[src/rtl/snn_pkg.sv]
// Shared types, defaults and helpers for the SNN frame loader slice.
package snn_pkg;

    localparam int unsigned SNN_WORD_W     = 32;
    localparam int unsigned SNN_FRAME_BITS = 800;
    localparam int unsigned SNN_RES_W      = 2;

    typedef enum logic [2:0] {
        IDLE,
        LOAD,
        FIRE,
        RUN,
        DONE
    } loader_state_t;

    // Number of mailbox words needed to carry one frame (rounded up).
    function automatic int unsigned snn_nwords(input int unsigned frame_bits,
                                               input int unsigned word_w);
        return (frame_bits + word_w - 1) / word_w;
    endfunction

endpackage

[src/rtl/snn_word_watchdog.sv]
// Inter-word idle counter: flags the cycle on which LIMIT consecutive idle cycles complete.
module snn_word_watchdog #(
    parameter int unsigned LIMIT = 1024
) (
    input  logic iCLK,
    input  logic iRESET,
    input  logic iACTIVE,
    input  logic iKICK,
    output logic oEXPIRE_c
);

    localparam int unsigned CNT_W = (LIMIT > 2) ? $clog2(LIMIT) : 1;
    localparam logic [CNT_W-1:0] LAST_CNT = CNT_W'(LIMIT - 1);

    logic [CNT_W-1:0] idleCnt;

    always_ff @(posedge iCLK) begin
        if (iRESET || !iACTIVE || iKICK) begin
            idleCnt <= '0;
        end else if (idleCnt != LAST_CNT) begin
            idleCnt <= CNT_W'(idleCnt + 1'b1);
        end
    end

    assign oEXPIRE_c = iACTIVE && !iKICK && (idleCnt == LAST_CNT);

endmodule

[src/rtl/snn_frame_loader.sv]
// Assembles mailbox words into a frame, fires the network, and latches its result.
// Optional inter-word watchdog: define SNN_FRAME_LOADER_TIMEOUT_EN.
module snn_frame_loader
    import snn_pkg::*;
#(
    parameter int unsigned WORD_W         = SNN_WORD_W,
    parameter int unsigned FRAME_BITS     = SNN_FRAME_BITS,
    parameter int unsigned RES_W          = SNN_RES_W,
    parameter int unsigned TIMEOUT_CYCLES = 1024
) (
    input  logic                  iCLK,
    input  logic                  iRESET,
    input  logic                  iWR_VALID,
    input  logic [WORD_W-1:0]     iWR_DATA,
    output logic                  oWR_READY,
    input  logic                  iCLEAR,
    output logic [FRAME_BITS-1:0] oFRAME,
    output logic                  oSTART,
    input  logic                  iSNN_DONE,
    input  logic [RES_W-1:0]      iSNN_RESULT,
    output logic [RES_W-1:0]      oRESULT,
    output logic                  oRESULT_VALID,
    output logic                  oBUSY,
    output logic                  oERROR
);

    localparam int unsigned NWORDS = snn_nwords(FRAME_BITS, WORD_W);
    localparam int unsigned IDX_W  = (NWORDS > 1) ? $clog2(NWORDS) : 1;
    localparam int unsigned BUF_W  = NWORDS * WORD_W;
    localparam logic [IDX_W-1:0] LAST_IDX  = IDX_W'(NWORDS - 1);
    localparam logic [IDX_W-1:0] FIRST_NXT = (NWORDS == 1) ? '0 : IDX_W'(1);

    loader_state_t    state, stateNext;
    logic [IDX_W-1:0] wordIdx, idxNext, wrIdx;
    logic             accept;
    logic             timeout;
    logic             resultLatch;
    logic [BUF_W-1:0] bufNext;

    assign oWR_READY = (state == IDLE) || (state == LOAD) || (state == DONE);
    assign accept    = iWR_VALID && oWR_READY && !iCLEAR;

`ifdef SNN_FRAME_LOADER_TIMEOUT_EN
    logic expire;

    snn_word_watchdog #(
        .LIMIT(TIMEOUT_CYCLES)
    ) uWatchdog (
        .iCLK     (iCLK),
        .iRESET   (iRESET),
        .iACTIVE  (state == LOAD),
        .iKICK    (accept),
        .oEXPIRE_c(expire)
    );

    assign timeout = expire && !iCLEAR;

    // Sticky abort flag, cleared only by the next accepted first word.
    always_ff @(posedge iCLK) begin
        if (iRESET) begin
            oERROR <= 1'b0;
        end else if (accept && (state != LOAD)) begin
            oERROR <= 1'b0;
        end else if (timeout) begin
            oERROR <= 1'b1;
        end
    end
`else
    logic unusedTimeout;

    assign unusedTimeout = |32'(TIMEOUT_CYCLES);
    assign timeout       = 1'b0;
    assign oERROR        = 1'b0;
`endif

    always_ff @(posedge iCLK) begin
        if (iRESET) begin
            state   <= IDLE;
            wordIdx <= '0;
        end else begin
            state   <= stateNext;
            wordIdx <= idxNext;
        end
    end

    always_comb begin
        stateNext   = state;
        idxNext     = wordIdx;
        wrIdx       = '0;
        resultLatch = 1'b0;
        case (state)
            IDLE, DONE: begin
                if (accept) begin
                    idxNext   = FIRST_NXT;
                    stateNext = (NWORDS == 1) ? FIRE : LOAD;
                end
            end
            LOAD: begin
                wrIdx = wordIdx;
                if (accept) begin
                    if (wordIdx == LAST_IDX) begin
                        idxNext   = '0;
                        stateNext = FIRE;
                    end else begin
                        idxNext = IDX_W'(wordIdx + 1'b1);
                    end
                end else if (timeout) begin
                    idxNext   = '0;
                    stateNext = IDLE;
                end
            end
            FIRE: stateNext = RUN;
            RUN: begin
                if (iSNN_DONE) begin
                    resultLatch = 1'b1;
                    stateNext   = DONE;
                end
            end
            default: begin
                idxNext   = '0;
                stateNext = IDLE;
            end
        endcase
        // Clear wins over any same-cycle handshake or completion.
        if (iCLEAR) begin
            stateNext   = IDLE;
            idxNext     = '0;
            resultLatch = 1'b0;
        end
    end

    // Padded view so the last word's excess bits fall off the top.
    always_comb begin
        bufNext                           = BUF_W'(oFRAME);
        bufNext[wrIdx*WORD_W +: WORD_W]   = iWR_DATA;
    end

    always_ff @(posedge iCLK) begin
        if (iRESET) begin
            oFRAME        <= '0;
            oRESULT       <= '0;
            oRESULT_VALID <= 1'b0;
            oSTART        <= 1'b0;
            oBUSY         <= 1'b0;
        end else begin
            oSTART <= (stateNext == FIRE);
            oBUSY  <= (stateNext != IDLE);
            if (accept) begin
                oFRAME <= FRAME_BITS'(bufNext);
            end
            if (resultLatch) begin
                oRESULT <= iSNN_RESULT;
            end
            if (iCLEAR || (accept && (state != LOAD))) begin
                oRESULT_VALID <= 1'b0;
            end else if (resultLatch) begin
                oRESULT_VALID <= 1'b1;
            end
        end
    end

endmodule

[config.mk]
export PLATFORM = sky130hd
export DESIGN_NAME = snn_frame_loader
export DESIGN_NICKNAME = d
export VERILOG_FILES = /design/src/rtl/snn_pkg.sv /design/src/rtl/snn_word_watchdog.sv /design/src/rtl/snn_frame_loader.sv
export SDC_FILE = /design/constraint.sdc
export NUM_CORES = 2
export LEC_CHECK = 0
export CORE_AREA = 4 4 331 333
export DETAILED_ROUTE_END_ITERATION = 6
export DIE_AREA = 0 0 335 337
export PLACE_DENSITY = 0.52
export SLEW_MARGIN = 20
export SYNTH_ARGS = -nofsm -noshare
export SYNTH_HDL_FRONTEND = slang
export SYNTH_SLANG_ARGS = --single-unit
[constraint.sdc]
create_clock -name iCLK -period 10 [get_ports iCLK]
set_input_delay 2 -clock iCLK [delete_from_list [all_inputs] [get_ports iCLK]]
set_output_delay 2 -clock iCLK [all_outputs]
set_load 0.01 [all_outputs]
Word level (Yosys, flattened, before mapping)
Cells that the tools add are included.

cells by class
  shift operators = 2
  reductions and logical operators = 14
  eq/ne operators = 9
  multiplexer cells = 15
  $add $sub $neg = 2
  bitwise operators = 1

operators with widths
  cell                       number
  $bwmux 800                 1
  $shift 32x34->800 const A  1
  $shiftx 32x34->800         1
  $neg 10->34                1
  $mux 5                     4
  $mux 3                     5
  $pmux 5 s3                 1
  $pmux 3 s4                 1
  $eq 3x2->1 const B         3
  $reduce_or 2->1            4
  $add 5x1->5 const B        1
  $eq 5x5->1 const B         1
  $ne 2x2->1 const B         2
  $eq 3x1->1 const B         1
  $eq 3x3->1 const B         1
  $logic_and 1x1->1          3
  $logic_not 3->1            1
  $logic_or 1x1->1           3
  $mux 1                     3
  $ne 3x1->1 const B         1
  $reduce_and 3->1           1
  $reduce_bool 3->1          1
  $logic_not 1->1            1
  $not 1->1                  1

word-level totals
  input port bits = 39
  bits in registers = 813
  output and inout bits = 807

Longest topological paths before layout
  word-level depth = 9
  gate-level depth with buffers = 16
  gate-level depth less buffers = 10

Worst setup path after synthesis
OpenSTA, ideal clock, no wires.

  path type = in2reg
  start = input port iCLEAR
  end = register oFRAME[571]
  data arrival time = 3790 ps
  path slack = 6140 ps
  library setup time = 70 ps
  buffers on the path = 4
  required time = 9930 ps
  stages on the path = 8
  cells stage by stage = clkbuf_1 -> a21o_1 -> or3_1 -> clkbuf_1 -> buf_2 -> clkbuf_1 -> or4_1 -> a21oi_1

between the ends
  longest elaborated chain between the ends = 2

ends and longest elaborated chain
  element                 line                     RTL
  start: declaration      snn_frame_loader.sv:16   input logic iCLEAR,
  $logic_not 1->1         snn_frame_loader.sv:41   assign accept = iWR_VALID && oWR_READY && !iCLEAR;
  $logic_and 1x1->1       snn_frame_loader.sv:41
  end signal: assignment  snn_frame_loader.sv:149  oFRAME <= FRAME_BITS'(bufNext);
  end: declaration        snn_frame_loader.sv:17   output logic [FRAME_BITS-1:0] oFRAME,

Every way passes these cells.
A chain may end at the register's enable or synchronous reset.

Worst setup path in the final report
  start = register wordIdx[0]
  end = register oFRAME[42]

between the ends
  longest elaborated chain between the ends = 4
  elaborated cells on any way between the ends = 5
  classes of those cells = add/sub: 1; shift: 2; mux: 2

ends and longest elaborated chain
  element                                                  line                     RTL
  start: declaration                                       snn_frame_loader.sv:34   logic [IDX_W-1:0] wordIdx, idxNext, wrIdx;
  start signal: assignment                                 snn_frame_loader.sv:82   wordIdx <= idxNext;
  $mux 5 *                                                 snn_frame_loader.sv:91   case (state)
  $neg 10->34 *                                            snn_frame_loader.sv:135  bufNext[wrIdx*WORD_W +: WORD_W] = iWR_DATA;
  $shiftx 32x34->800 or $shift 32x34->800 (tied branches)  snn_frame_loader.sv:135
  $bwmux 800 *                                             snn_frame_loader.sv:135

Every way passes the cells marked *; elsewhere a longest branch is shown, timed or not.

==> impl_results.md <==
* Synth top area share at 0.5153
* Final Max Slew Viols at 0
* Area leader, netlist: dfxtp_1
* Wire per inst at 27.93 um
* Synth warn at 0
* Share of cells above drive strength 1 at 0.07498
* CTS max path bufs at 3
* Largest net degree at the start of global routing at 218
* Initial core utilization at 0.2963
* TritonCTS Buffers at 96
* DR iter-0 viols at 2,708
* Fin. Hold Viols at 0
* Worst Path Max Fanout at 32
* H-Tree Depth at 3
* Multi-input logic area at 13,720 um2
* Final HPWL DP at 101.0 mm
* PortBufs at 844
* Die Height at 337 um
* Setup WS post-layout at 5.259 ns
* HP Class: flop to flop
* Clk slew on worst S/H paths at 0.06 ns
* # IOs at 846
* Period utilization at 0.4741
* Antenna violations before repair at 9
* Ys async rst share at 0
* Crit Path Class: flop to flop
* Critical path endpoint category: flop
* TritonCTS clock tree: done
* Die Span X at 335 um
* Post-CTS Hold Fix Bufs at 0
* Post-synthesis sequential area ratio at 0.5153
* CP startpoint kind: flop
* Ys flop type: dfxtp_1
* DR vias at 30,667
* DR DRC count at 0
* Die footprint at 112,900 um2
* Largest cells by area after synthesis: dfxtp_1, a21oi_1, nand2_1, nand4_1, mux2i_1
* Dpl ws at 4.912 ns
* Post-CTS Resized at 0
* Worst EP required at 10.59 ns
* Root Buffer: clkbuf_16
* Library cells used by synthesis at 65
* Setup violations, final at 0
* Gr ovfl total at 0
* RSZ-0062 raised after global routing: false
* Leakage at 14.78 nW
* Clock sink total at 813
* Post-CTS setup buffers at 0
* Total wire length at 160.8 mm
* Worst Tran Pin Value at 1.419 ns
* Post-route ant nets at 0
* List of most frequent post-synthesis cells: dfxtp_1, nand2_1, a21oi_1
* Synthesized flop and latch total at 813
* Fin nets at 4,320
* Synthesis-to-finish area growth at 39.44%
* Post-Synthesis Cells at 3,667
* Status: complete, no violations
* Synthesized cell area at 31,590 um2
* Gp weighted congestion at 0.8341
* WP data arrival at 5.33 ns
* Synth Area per Inst at 8.613 um2
* Core area at 106,600 um2
* Clk Latency, worst-skew pair at 0.68 ns
* Fin Setup TNS at 0 ns
* Max Cap Violations at 0
* DR vias/cell at 5.328
* Number of iterations in the first detailed-routing pass at 5
* Std-Cell Rows at 120
* Post-Syn Nets at 3,710
* Top-count cell post-synth: dfxtp_1
* Min Tclk post-route at 4.741 ns
* EDFF count, synth at 0
* Filler cells at 10,549
* Overall power at 0.007115 W
* Worst relative slew slack at 0.05414
* Fmax at 210.9 MHz
* Overall global routing resource usage at 0.2693
* Final Skew at 0.03912 ns
* Peak VDD IR at 125.4 uV
* Pwr Density at 161.6 nW/um2
* Vias in the first global route at 28,529
* First-pass GRT wire length at 223.0 mm
* Reg area at 16,280 um2
[cells by family (layout without fill, tap and decap cells)]
| group | count (synthesis) | in the layout | synth area share |
|---|---|---|---|
| xor gates and xnor gates | 5 | 5 | 0.001624 |
| adders and majority gates | 4 | 4 | 0.001585 |
| buffers and inverters | 442 | 1123 | 0.05855 |
| AOI/OAI and AO/OA | 903 | 903 | 0.1631 |
| DFF | 813 | 813 | 0.5153 |
| other | 1 | 6 | 0.0001187 |
| muxes | 130 | 130 | 0.04120 |
| and+or+nand+nor | 1369 | 1369 | 0.2185 |
[area by class of cell]
cell class                      instances  share of cell area
Multi-Input combinational cell       2412              0.3115
Inverter                               17            0.001449
Tap cell                             1403             0.03986
Sequential cell                       813              0.3696
Clock inverter                         28            0.007955
Antenna cell                            5           0.0002841
Clock buffer                          141             0.06458
Timing Repair Buffer                  937              0.2048
[critical path, stage by stage, from the launching register on]
cell and delay (ns):
dfxtp_1 0.75, and4bb_4 0.38, inv_1 0.18, ha_1 0.39
o21a_1 0.17, ha_1 0.49, nor4bb_1 0.33, nor3b_2 0.72
o211a_2 0.86, nand4_1 0.17, a21oi_1 0.20
[placed cells by master (no fill, tap or decap), types with 6 or more instances in the layout]
cell type / n
clkbuf_8: 23
and2_1: 34
nor3_1: 7
o21ai_0: 161
a22o_1: 96
nand4_1: 228
nand2b_1: 70
o21ai_1: 61
clkdlybuf4s50_1: 811
mux2i_1: 130
or3_1: 38
clkbuf_1: 20
o32ai_1: 9
o31ai_1: 34
buf_4: 90
nor3_4: 6
a21oi_1: 506
nor2b_1: 36
dfxtp_1: 813
or4_1: 35
clkinv_2: 16
inv_1: 17
nand2_1: 593
buf_2: 32
nand3b_1: 68
nor2_1: 82
clkbuf_16: 98
bufinv_16: 6
nand3_1: 134
[path summary, 6_finish.rpt]
path,from,end,slack [ns],cells past startpoint
hold reg to reg,oFRAME[366],oFRAME[366],0.45,2
setup reg to reg,wordIdx[0],oFRAME[42],5.26,10
setup / recovery,wordIdx[0],oFRAME[42],5.26,10
hold / removal,oFRAME[366],oFRAME[366],0.45,2
[flip-flops by register name, indices dropped and copies added, names as in the netlist]
name	flops
oFRAME	800
wordIdx	5
state	3
oRESULT	2
oBUSY	1
oRESULT_VALID	1
oSTART	1
[power breakdown]
part	total [W]	switching (W)	internal [W]	leakage, nW
Sequential	0.00325	0.00000498	0.00325	6.55
Combinational	0.000278	0.000225	0.0000529	6.66
Clock	0.00359	0.00147	0.00212	1.58
[metrics by stage]
step | instance area [um2] | hold WS, ns | util | cells
finish | 44040 | 0.4496 | 0.4131 | 5756
global route | 44030 | 0.4586 | 0.4130 | 5751
CTS | 44030 | 0.4503 | 0.4130 | 5751
detailed placement | 40830 | 0.4428 | 0.3831 | 5582
global placement | 40800 | 0.4367 | 0.3828 | 5580
floorplan | 31590 | 0.4761 | - | 3667
[layer usage]
metal / up-vias / track usage / wire (um) / part of all wire
met5: - / 0 / 28 / 0.00017
met4: 4 / 0.09573 / 6364 / 0.040
met3: 265 / 0.08903 / 14200 / 0.088
met2: 1261 / 0.4327 / 73780 / 0.46
met1: 15106 / 0.3385 / 66400 / 0.41
li1: 14031 / - / - / -
(Power assumes the default switching activity.)
